==> src/rtl/bus_seq_pkg.sv <==
// Shared definitions for the register-transfer bus sequencer:
// source codes, FSM state encoding and the memory-source helper.
package bus_seq_pkg;

  localparam int unsigned SRC_W = 4;
  localparam int unsigned CNT_W = 3;

  localparam logic [SRC_W-1:0] SRC_ZERO = 4'd0;
  localparam logic [SRC_W-1:0] SRC_PC   = 4'd1;
  localparam logic [SRC_W-1:0] SRC_DAR  = 4'd2;
  localparam logic [SRC_W-1:0] SRC_IR   = 4'd4;
  localparam logic [SRC_W-1:0] SRC_AC   = 4'd5;
  localparam logic [SRC_W-1:0] SRC_R    = 4'd6;
  localparam logic [SRC_W-1:0] SRC_R1   = 4'd7;
  localparam logic [SRC_W-1:0] SRC_R2   = 4'd8;
  localparam logic [SRC_W-1:0] SRC_R3   = 4'd9;
  localparam logic [SRC_W-1:0] SRC_R4   = 4'd10;
  localparam logic [SRC_W-1:0] SRC_R5   = 4'd11;
  localparam logic [SRC_W-1:0] SRC_DM   = 4'd12;
  localparam logic [SRC_W-1:0] SRC_IM   = 4'd13;

  typedef enum logic [1:0] {
    ST_IDLE  = 2'd0,
    ST_XFER  = 2'd1,
    ST_MWAIT = 2'd2
  } state_e;

  // Data and instruction memory are the only sources needing wait states.
  function automatic logic is_mem_src(input logic [SRC_W-1:0] code);
    return (code == SRC_DM) || (code == SRC_IM);
  endfunction

endpackage

==> src/rtl/bus_sequencer_rr_arbiter.sv <==
// Combinational round-robin pick: first set request after ptr, with wrap.
module rr_arbiter #(
  parameter int unsigned NREQ  = 2,
  parameter int unsigned IDX_W = (NREQ > 1) ? $clog2(NREQ) : 1
) (
  input  logic [NREQ-1:0]  req,
  input  logic [IDX_W-1:0] ptr,
  output logic [NREQ-1:0]  winner,
  output logic [IDX_W-1:0] index
);

  int unsigned      cand;
  logic [IDX_W-1:0] cand_idx;
  logic             found;

  always_comb begin
    winner   = '0;
    index    = '0;
    found    = 1'b0;
    cand     = 0;
    cand_idx = '0;
    for (int unsigned i = 1; i <= NREQ; i++) begin
      cand     = (32'(ptr) + i) % NREQ;
      cand_idx = IDX_W'(cand);
      if (!found && req[cand_idx]) begin
        found           = 1'b1;
        index           = cand_idx;
        winner[cand_idx] = 1'b1;
      end
    end
  end

endmodule

==> src/rtl/bus_sequencer.sv <==
// Round-robin register-transfer bus sequencer with memory wait states.
// Optional BUS_SEQ_ABORT_EN cancels a transfer whose requester drops req.
module bus_sequencer
  import bus_seq_pkg::*;
#(
  parameter int unsigned NREQ     = 2,
  parameter int unsigned DST_W    = 12,
  parameter int unsigned MEM_WAIT = 1
) (
  input  logic                clk,
  input  logic                rst,
  input  logic [NREQ-1:0]     req,
  input  logic [4*NREQ-1:0]   req_src,
  input  logic [DST_W*NREQ-1:0] req_dst,
  output logic [NREQ-1:0]     grant,
  output logic [3:0]          read_en,
  output logic [DST_W-1:0]    write_en,
  output logic                busy
`ifdef BUS_SEQ_ABORT_EN
  ,
  output logic                abort_err
`endif
);

  localparam int unsigned IDX_W = (NREQ > 1) ? $clog2(NREQ) : 1;

  state_e           state;
  logic [IDX_W-1:0] ptr;
  logic [IDX_W-1:0] cur_idx;
  logic [SRC_W-1:0] cur_src;
  logic [DST_W-1:0] cur_dst;
  logic [CNT_W-1:0] cnt;

  logic [NREQ-1:0]  win_onehot;
  logic [IDX_W-1:0] win_idx;
  logic [SRC_W-1:0] sel_src;
  logic [DST_W-1:0] sel_dst;

  rr_arbiter #(.NREQ(NREQ), .IDX_W(IDX_W)) u_arb (
    .req    (req),
    .ptr    (ptr),
    .winner (win_onehot),
    .index  (win_idx)
  );

  // Mux the winning requester's source and destination slices.
  always_comb begin
    sel_src = '0;
    sel_dst = '0;
    for (int unsigned i = 0; i < NREQ; i++) begin
      if (win_idx == IDX_W'(i)) begin
        sel_src = req_src[4*i +: 4];
        sel_dst = req_dst[DST_W*i +: DST_W];
      end
    end
  end

  // FSM with registered outputs; busy mirrors the next state being non-idle.
  always_ff @(posedge clk) begin
    if (rst) begin
      state    <= ST_IDLE;
      ptr      <= IDX_W'(NREQ - 1);
      cur_idx  <= '0;
      cur_src  <= '0;
      cur_dst  <= '0;
      cnt      <= '0;
      grant    <= '0;
      read_en  <= '0;
      write_en <= '0;
      busy     <= 1'b0;
`ifdef BUS_SEQ_ABORT_EN
      abort_err <= 1'b0;
`endif
    end else begin
      grant    <= '0;
      read_en  <= '0;
      write_en <= '0;
      case (state)
        ST_IDLE: begin
          if (|win_onehot) begin
            cur_idx <= win_idx;
            cur_src <= sel_src;
            cur_dst <= sel_dst;
            ptr     <= win_idx;
            state   <= ST_XFER;
            busy    <= 1'b1;
          end else begin
            busy    <= 1'b0;
          end
        end

        ST_XFER: begin
`ifdef BUS_SEQ_ABORT_EN
          if (!req[cur_idx]) begin
            state     <= ST_IDLE;
            busy      <= 1'b0;
            abort_err <= 1'b1;
          end else begin
`else
          begin
`endif
            read_en <= cur_src;
            if (is_mem_src(cur_src) && (MEM_WAIT != 0)) begin
              cnt   <= CNT_W'(MEM_WAIT);
              state <= ST_MWAIT;
              busy  <= 1'b1;
            end else begin
              write_en <= cur_dst;
              grant    <= NREQ'(1) << cur_idx;
              state    <= ST_IDLE;
              busy     <= 1'b0;
            end
          end
        end

        ST_MWAIT: begin
`ifdef BUS_SEQ_ABORT_EN
          if (!req[cur_idx]) begin
            state     <= ST_IDLE;
            busy      <= 1'b0;
            abort_err <= 1'b1;
          end else begin
`else
          begin
`endif
            read_en <= cur_src;
            cnt     <= cnt - CNT_W'(1);
            if (cnt == CNT_W'(1)) begin
              write_en <= cur_dst;
              grant    <= NREQ'(1) << cur_idx;
              state    <= ST_IDLE;
              busy     <= 1'b0;
            end else begin
              busy     <= 1'b1;
            end
          end
        end

        default: begin
          state <= ST_IDLE;
          busy  <= 1'b0;
        end
      endcase
    end
  end

endmodule
==> config.mk <==
export PLATFORM = sky130hd
export DESIGN_NAME = bus_sequencer
export DESIGN_NICKNAME = d
export VERILOG_FILES = /design/src/rtl/bus_seq_pkg.sv /design/src/rtl/bus_sequencer_rr_arbiter.sv /design/src/rtl/bus_sequencer.sv
export SDC_FILE = /design/constraint.sdc
export NUM_CORES = 1
export LEC_CHECK = 0
export BUFFER_PORTS_ARGS = -buffer_cell sky130_fd_sc_hd__clkbuf_2
export CELL_PAD_IN_SITES_DETAIL_PLACEMENT = 1
export CELL_PAD_IN_SITES_GLOBAL_PLACEMENT = 1
export CORE_MARGIN = 4
export CORE_UTILIZATION = 37
export CTS_CLUSTER_DIAMETER = 150
export CTS_CLUSTER_SIZE = 30
export DETAILED_ROUTE_END_ITERATION = 10
export MAX_ROUTING_LAYER = met4
export PLACE_DENSITY = 0.87
export SYNTH_ARGS = -nofsm -noshare
export SYNTH_HDL_FRONTEND = slang
export SYNTH_SLANG_ARGS = --single-unit
export TNS_END_PERCENT = 50
==> constraint.sdc <==
create_clock -name clk -period 2.2 [get_ports clk]
set_clock_uncertainty 0.2 [all_clocks]
set_input_delay 0.22 -clock clk [delete_from_list [all_inputs] [get_ports clk]]
set_output_delay 0.22 -clock clk [all_outputs]
set_load 0.005 [all_outputs]
Yosys cells after proc, flatten, opt, wreduce, memory -nomap -nowiden
Cells that the tools add are included.
{"block": "op_classes", "n_addsub": 3, "n_lt_le_gt_ge": 4, "n_eq_ne": 8, "n_shift": 1, "mux": 31, "bitwise_logic": 2, "n_reduce_logical": 13}
{"op": "12-bit 2-to-1 mux", "n": 3}
{"op": "12-bit case mux with 2 select lines", "n": 1}
{"op": "2-bit 2-to-1 mux", "n": 7}
{"op": "1-bit 2-to-1 mux", "n": 12}
{"op": "4-bit == test (second input constant)", "n": 2}
{"op": "2-bit inequality test (second input constant)", "n": 3}
{"op": "2-bit case mux with 3 select lines", "n": 1}
{"op": "3-bit case mux with 2 select lines", "n": 1}
{"op": "2-bit AND reduction", "n": 3}
{"op": "2-bit OR reduction", "n": 3}
{"op": "1-bit by 2-bit less-than comparator with 1-bit output (second input constant)", "n": 2}
{"op": "4-bit 2-to-1 mux", "n": 1}
{"op": "2-bit case mux with 2 select lines", "n": 1}
{"op": "3-bit by 1-bit == test with 1-bit output (second input constant)", "n": 1}
{"op": "1-bit logical AND", "n": 3}
{"op": "3-bit 2-to-1 mux", "n": 1}
{"op": "1-bit case mux with 3 select lines", "n": 1}
{"op": "3-bit by 1-bit subtractor with 3-bit output (second input constant)", "n": 1}
{"op": "1-bit adder (second input constant)", "n": 2}
{"op": "1-bit demux with 1-bit select", "n": 2}
{"op": "2-bit by 1-bit == test with 1-bit output (second input constant)", "n": 1}
{"op": "2-bit == test (second input constant)", "n": 1}
{"op": "1-bit greater-or-equal comparator (second input constant)", "n": 2}
{"op": "2-bit zero test", "n": 1}
{"op": "6 further kinds", "n": 6}
{"block": "word_totals", "reg_bits": 42, "inputBits": 36, "out_inout_bits": 19, "elab_cells": 72}

Logic depth before layout (Yosys ltp)
Gate-level depths: netlist of run 1.
{"block": "depth", "word_depth": 11, "depth_mapped": 7, "depth_no_buf": 5}

By module
From an unflattened synthesis of run 1, not the netlist that was laid out.
{"block": "hier_totals", "hier_cells": 184, "area_unflattened_um2": 1745.4}
{"mod": "bus_sequencer", "n_inst": 1, "cells_per_inst": 180, "area_per_inst_um2": 1719.1, "seq_area_each_um2": 840.8}
{"mod": "rr_arbiter", "n_inst": 1, "cells_per_inst": 4, "area_per_inst_um2": 26.3, "seq_area_each_um2": 0.0}

Worst setup path after synthesis of run 1
No wires, ideal clock.
{"block": "synth_timing", "path_kind": "reg2reg", "from": "reg state[0]", "to": "reg state[1]", "setup_time_ns": 0.121, "arrival_ns": 1.293, "required_time_ns": 1.879, "slack_ns": 0.586, "path_stages_with_launch": 5, "n_path_buf": 0, "synth_period_minus_slack_ns": 1.614, "path_cell_list": "dfxtp_1 -> inv_1 -> ha_1 -> a22oi_1 -> mux2_2"}
{"block": "synth_between", "elab_chain_len": 3, "word_cells_on_any_way": 7, "cone_classes": "eq/ne (4); mux (1); reduce/logical (2)"}
{"element": "from (decl)", "line": "bus_sequencer.sv:27", "source": "state_e state;"}
{"element": "from (signal assigned)", "line": "bus_sequencer.sv:61", "source": "state <= ST_IDLE;"}
{"element": "from (signal assigned)", "line": "bus_sequencer.sv:85", "source": "state <= ST_XFER;"}
{"element": "from (signal assigned)", "line": "bus_sequencer.sv:105", "source": "state <= ST_MWAIT;"}
{"element": "2-bit == test or 2-bit zero test (tied branches)", "line": "bus_sequencer.sv:78", "source": "case (state)"}
{"element": "2-bit inequality test (no source line)"}
{"element": "2-bit AND reduction (no source line)"}
Parallel ways exist; a longest one is shown, timed or not.
A chain may end at the register's enable or synchronous reset.

Final worst setup path of run 1
{"block": "layout_timing", "from": "reg state[1]", "to": "reg cur_dst[11]"}
{"block": "layout_between", "elab_chain_len": 2}
{"element": "2-bit zero test", "line": "bus_sequencer.sv:78"}
{"element": "2-bit AND reduction (no source line)"}
{"element": "to (signal assigned)", "line": "bus_sequencer.sv:83", "source": "cur_dst <= sel_dst;"}
{"element": "to (decl)", "line": "bus_sequencer.sv:31", "source": "logic [DST_W-1:0] cur_dst;"}
Every way passes these cells.

==> flow_metrics.py, run 1 <==
metrics = {
    "placement": {
        "portBuffers": 54,
        "dp_hpwl_mm": 3.435,
        "gp_congestion": 0.7753,
        "place_inst": 310,
    },
    "logic_synthesis": {
        "synthFlopType": "dfxtp_1",
        "synthDistinctLibCells": 33,
        "yosys_warnings": 0,
        "syn_nets": 241,
        "syn_inst": 198,
        "netlist.area_leader.share_pct": 46.70,
        "synthTopCellsByArea": "dfxtp_1 47%, nor2_1 6.9%, a211oi_2 6.3%, nand2_1 6.0%, a21oi_1 5.0%",
        "async_flop_share_pct": 0,
        "syn_area_mm2": 0.001800,
        "ys_seq_elements": 42,
        "synth_area_leader_cell": "dfxtp_1",
        "avgSynthCellArea_um2": 9.093,
        "synth_edf_count": 0,
        "seq_area_frac_synth_pct": 46.70,
    },
    "finish": {
        "multiInputGateArea_um2": 859.6,
        "antennaDiodeCount": 0,
        "fin_nets": 309,
        "final_cell_mix": "54 x clkbuf_2, 42 x dfxtp_1, 33 x nor2_1, 29 x nand2_1, 18 x a21oi_1",
        "final_common_cell": "clkbuf_2",
        "drive_gt1_share_pct": 30.71,
        "final_cell_count_no_fill": 334,
        "fillers": 567,
        "syn2layout_area_growth_pct": 33.57,
        "seq_area_um2": 840.8,
    },
    "timing": {
        "finalHoldViolations": 0,
        "fin_crit_sh_pct": 87.56,
        "rsz0062_at_grt": "false",
        "tightest_slew_ns": 0.8149,
        "setup-violations-final": 0,
        "tns_ns": 0,
        "fmax_mhz": 519.2,
        "fin_crit_ns": 1.926,
        "report.final.slew_viol_count": 0,
        "slew_headroom_pct": 45.67,
    },
    "clocking": {
        "post_cts_resized": 0,
        "cts_tree": "yes",
        "clock_latency_ns": 0.30,
        "clk_pin_slew_worst_paths_ns": 0.09,
        "clockBufferDepth": 2,
        "cts_buffers": 5,
        "root_buffer": "clkbuf_8",
        "h-tree-depth": 2,
        "cts_num_sinks": 42,
    },
    "detailed_routing": {
        "routed_wl_mm": 5.604,
        "drt_iter0_drc": 55,
        "drc": 0,
        "vias": 1644,
        "first_pass_iters": 4,
        "ant_nets": 0,
        "via_per_inst": 4.922,
        "routedWlPerCell_um": 16.78,
    },
    "job": {
        "drv_cap": 0,
    },
    "worst_setup_path": {
        "critPathKind": "reg2reg",
        "cp_num_cells": 6,
        "crit_buf_inv": 2,
        "crit_slowest_cell": "dfxtp_1",
        "crit_chain": "inv_1 > ha_1 > o21a_1 > buf_4 > nor2_1 > a211oi_1",
        "critPathLaunchType": "register",
        "cp_top_family": "compound AO/OA/AOI/OAI gates",
        "cp.arrival_ns": 1.93,
        "worstRegToRegCells": 6,
        "startpoint": "state[1]",
        "worst_r2r_endpoint": "cur_dst[11]",
        "required_ns": 2.21,
        "critPathMaxStageDelay_ns": 0.33,
        "cp_max_fo": 13,
        "r2r_start": "state[1]",
        "end_kind": "register",
        "worst-r2r-setup-slack_ns": 0.27,
        "crit_path_end": "cur_dst[11]",
    },
    "die": {
        "core_mm2": 0.004723,
        "die_area_mm2": 0.006046,
        "io_pins": 55,
        "rows": 25,
        "die_w_um": 77.76,
        "die_y_um": 77.76,
        "initial_core_util_pct": 38.12,
    },
    "global_routing": {
        "grt_pass1_vias": 1809,
        "antenna_found_initial": 0,
        "grt_use_total_pct": 20.34,
        "grt_pass1_wl_mm": 9.321,
        "grt_max_degree": 27,
        "grt.overflow.total": 0,
    },
    "outcome": {
        "status": "finished, final reports clean",
    },
    "power": {
        "p_leak_nw": 1.068,
        "peakVddDrop_v": 0.0003038,
        "p_per_area_mw_per_mm2": 798.9,
    },
    "worst_hold_path": {
        "hp-class": "in2reg",
    },
}
final cells by class:
| class | count | share of cell area, % |
|---|---|---|
| Tap cell | 67 | 3.486 |
| Sequential cell | 42 | 34.96 |
| Timing Repair Buffer | 74 | 19.15 |
| Inverter | 6 | 0.9365 |
| Multi-Input combinational cell | 137 | 35.74 |
| Clock inverter | 3 | 2.862 |
| Clock buffer | 5 | 2.862 |
per-stage QoR:
| step | power, mW | setup WS [ns] | utilization, % | cell area, um2 | hold slack, ns |
|---|---|---|---|---|---|
| 6_report | 1.921 | 0.2738 | 50.91 | 2405 | 0.03352 |
| 3_3_place_gp | 1.137 | 0.4689 | 44.61 | 2107 | 0.2146 |
| 4_1_cts | 1.903 | 0.3526 | 50.91 | 2405 | 0.03199 |
| 5_1_grt | 1.995 | 0.1591 | 50.91 | 2405 | 0.03968 |
| 3_5_place_dp | 1.152 | 0.3711 | 44.61 | 2107 | 0.2228 |
| 2_1_floorplan | 1.060 | 0.5861 | - | 1800 | 0.1610 |
registers in the layout, summed over array words and instances (netlist names):
register / cells
busy: 1
cnt: 3
cur_dst: 12
cur_idx: 1
cur_src: 4
grant: 2
ptr: 1
read_en: 4
state: 2
write_en: 12
synth_stat cells, types with 2 or more instances:
master    number
dfxtp_1       42
nand2b_1       4
a22oi_1        2
nor3b_1        2
buf_2          5
a211oi_1       9
inv_1          6
a211oi_2       9
ha_1           7
nand3_1        2
nand2_1       29
a21oi_1       18
nor2_1        33
and2_1         4
a31oi_1        3
clkbuf_1       3
buf_4          4
power by group:
part	leakage, nW	total, mW	switching [mW]	internal [mW]
clock network	0.0683	0.751	0.296	0.455
logic	0.656	0.320	0.183	0.136
registers	0.344	0.850	0.0379	0.812
total	1.07	1.92	0.517	1.40
what timing repair did:
action                                 CTS  global route
hold buffers                            16             0
buffers inserted                         0             0
endpoints found under the hold margin   16             0
worst min-delay path by stage:
stage	end	cells past startpoint	slack, ns	from
finish	cur_dst[6]	3	0.03	req_dst[18]
detailed placement	write_en[7]	2	0.22	cur_dst[7]
global placement	write_en[3]	2	0.21	cur_dst[3]
floorplan	cur_src[3]	2	0.16	req_src[3]
global route	cur_dst[7]	3	0.04	req_dst[19]
CTS	cur_dst[11]	3	0.03	req_dst[23]
kinds of logic after synthesis:
logic type / count (synthesis) / synth area share [%]
and+or+nand+nor: 78 / 19.39
AOI/OAI and AO/OA: 50 / 22.31
DFF: 42 / 46.70
buffers and inverters: 19 / 5.559
adders and majority gates: 7 / 4.864
muxes: 2 / 1.181
metal layers:
metal	global-route usage [%]	wire, um	vias to the layer above
li1	-	-	809
met1	22.38	2353	785
met2	35.87	2936	40
met3	4.988	228	10
met4	6.584	85	0
met5	-	0	-
worst min-delay path, stage by stage:
cell and delay, ns:
clkbuf_2 0.08, a21oi_1 0.11, a211oi_1 0.07
Power figures use the tool's default switching activity.
==> run 2, diff against run 1 <==
--- a/config.mk
+++ b/config.mk
@@ -13,6 +13,7 @@
 export CTS_CLUSTER_DIAMETER = 150
 export CTS_CLUSTER_SIZE = 30
 export DETAILED_ROUTE_END_ITERATION = 10
+export GPL_TIMING_DRIVEN = 0
 export MAX_ROUTING_LAYER = met4
 export PLACE_DENSITY = 0.87
 export SYNTH_ARGS = -nofsm -noshare
==> flow_metrics.py, run 2 (synthesis results as in run 1) <==
metrics = {
    "outcome": {
        "status": "finished, final reports clean",
    },
    "worst_hold_path": {
        "whs_endpoint": "cur_dst[8]",
        "hold_start": "req_dst[20]",
        "hold_depth": 3,
        "hp-class": "in2reg",
    },
    "detailed_routing": {
        "via_per_inst": 4.809,
        "drc": 0,
        "routedWlPerCell_um": 14.67,
        "drt_iter0_drc": 74,
        "routed_wl_mm": 5.004,
        "first_pass_iters": 4,
        "ant_nets": 0,
        "vias": 1640,
    },
    "die": {
        "die_area_mm2": 0.006046,
        "initial_core_util_pct": 38.12,
        "core_mm2": 0.004723,
        "rows": 25,
        "die_y_um": 77.76,
        "die_w_um": 77.76,
        "io_pins": 55,
    },
    "finish": {
        "final_cell_mix": "52 x clkbuf_2, 42 x dfxtp_1, 33 x nor2_1, 29 x nand2_1, 18 x a21oi_1",
        "final_common_cell": "clkbuf_2",
        "multiInputGateArea_um2": 859.6,
        "syn2layout_area_growth_pct": 34.12,
        "drive_gt1_share_pct": 31.02,
        "seq_area_um2": 840.8,
        "fin_nets": 316,
        "antennaDiodeCount": 0,
        "final_cell_count_no_fill": 341,
        "final_cell_area_mm2": 0.002415,
        "reg.largest.list": "cur_dst: 12 flops, write_en: 12 flops",
        "fillers": 570,
    },
    "global_routing": {
        "grt_use_total_pct": 17.86,
        "grt_pass1_vias": 1728,
        "grt.overflow.total": 0,
        "grt_pass1_wl_mm": 8.362,
        "grt_max_degree": 14,
        "antenna_found_initial": 0,
    },
    "clocking": {
        "h-tree-depth": 2,
        "root_buffer": "clkbuf_8",
        "cts_tree": "yes",
        "cts_num_sinks": 42,
        "clock_latency_ns": 0.29,
        "post_cts_resized": 0,
        "clockBufferDepth": 2,
        "post-cts-setup-buffers": 0,
        "ctsHoldBuffers": 16,
        "cts_buffers": 5,
        "clk_pin_slew_worst_paths_ns": 0.09,
    },
    "timing": {
        "hold_ws_ns": 0.03741,
        "layout_setup_ws_ns": 0.2601,
        "setup-violations-final": 0,
        "fin_crit_ns": 1.940,
        "fin_crit_sh_pct": 88.18,
        "rsz0062_at_grt": "false",
        "tightest_slew_ns": 0.6481,
        "report.final.slew_viol_count": 0,
        "fmax_mhz": 515.5,
        "finalHoldViolations": 0,
        "tns_ns": 0,
        "slew_headroom_pct": 56.79,
    },
    "worst_setup_path": {
        "crit_chain": "inv_1 > ha_1 > inv_1 > a2bb2oi_2 > buf_2 > nor2_1",
        "required_ns": 2.19,
        "end_kind": "register",
        "critPathKind": "reg2reg",
        "critPathMaxStageDelay_ns": 0.41,
        "critPathLaunchType": "register",
        "cp_top_family": "buffers and inverters",
        "crit_buf_inv": 3,
        "worst_r2r_endpoint": "write_en[6]",
        "cpMostUsedCell": "inv_1",
        "cp_max_fo": 10,
        "cp.arrival_ns": 1.93,
        "worstRegToRegCells": 6,
        "crit_slowest_cell": "dfxtp_1",
        "worst-r2r-setup-slack_ns": 0.26,
        "r2r_start": "state[0]",
    },
    "job": {
        "drv_cap": 0,
    },
    "placement": {
        "dp_hpwl_mm": 3.565,
        "portBuffers": 52,
        "dp_slack_ns": 0.2775,
        "gp_congestion": 0.8152,
        "place_inst": 317,
        "placed_area_mm2": 0.002145,
    },
    "power": {
        "p_per_area_mw_per_mm2": 739.2,
        "p_leak_nw": 1.074,
        "peakVddDrop_v": 0.0002991,
    },
}
run 2: power breakdown:
| group | switching, mW | leakage (nW) | internal [mW] | total, mW |
|---|---|---|---|---|
| Sequential | 0.0365 | 0.344 | 0.812 | 0.849 |
| Clock | 0.274 | 0.0514 | 0.339 | 0.613 |
| Combinational | 0.179 | 0.679 | 0.145 | 0.323 |
| Total | 0.489 | 1.07 | 1.30 | 1.79 |
run 2: layer usage:
| metal | GRT usage (%) | share of wire, % | routed length [um] | up-vias |
|---|---|---|---|---|
| met5 | - | 0 | 0 | - |
| met4 | 6.228 | 2.1 | 104 | 0 |
| met3 | 4.872 | 5.0 | 250 | 12 |
| met2 | 30.48 | 49 | 2467 | 40 |
| met1 | 20.00 | 44 | 2182 | 769 |
| li1 | - | - | - | 819 |
run 2: cell type report:
class / count / share of cell area [%]
clock buffer: 6 / 3.005
buffer: 13 / 3.212
tap: 67 / 3.471
inverter: 6 / 0.9326
sequential: 42 / 34.82
clock inverter: 2 / 1.554
multi-input combinational: 137 / 35.60
timing repair buffer: 68 / 17.41
run 2: worst max path at each step:
stage                   from  cells after the start  slack [ns]           to
floorplan           state[0]                      4        0.59     state[1]
global placement    state[0]                      6        0.36  write_en[6]
detailed placement  state[0]                      6        0.28  write_en[6]
CTS                 state[0]                      6        0.26  write_en[6]
global route        state[0]                      6        0.14  write_en[6]
finish              state[0]                      6        0.26  write_en[6]
run 2: through the flow:
stage / util, % / power, mW
floorplan: - / 1.060
global placement: 45.40 / 1.149
detailed placement: 45.40 / 1.164
CTS: 51.13 / 1.790
global route: 51.13 / 1.870
finish: 51.13 / 1.785
run 2: worst register-to-register path: stages (launching register included):
cell	delay (ns)
dfxtp_1	0.41
inv_1	0.10
ha_1	0.28
inv_1	0.17
a2bb2oi_2	0.31
buf_2	0.28
nor2_1	0.08
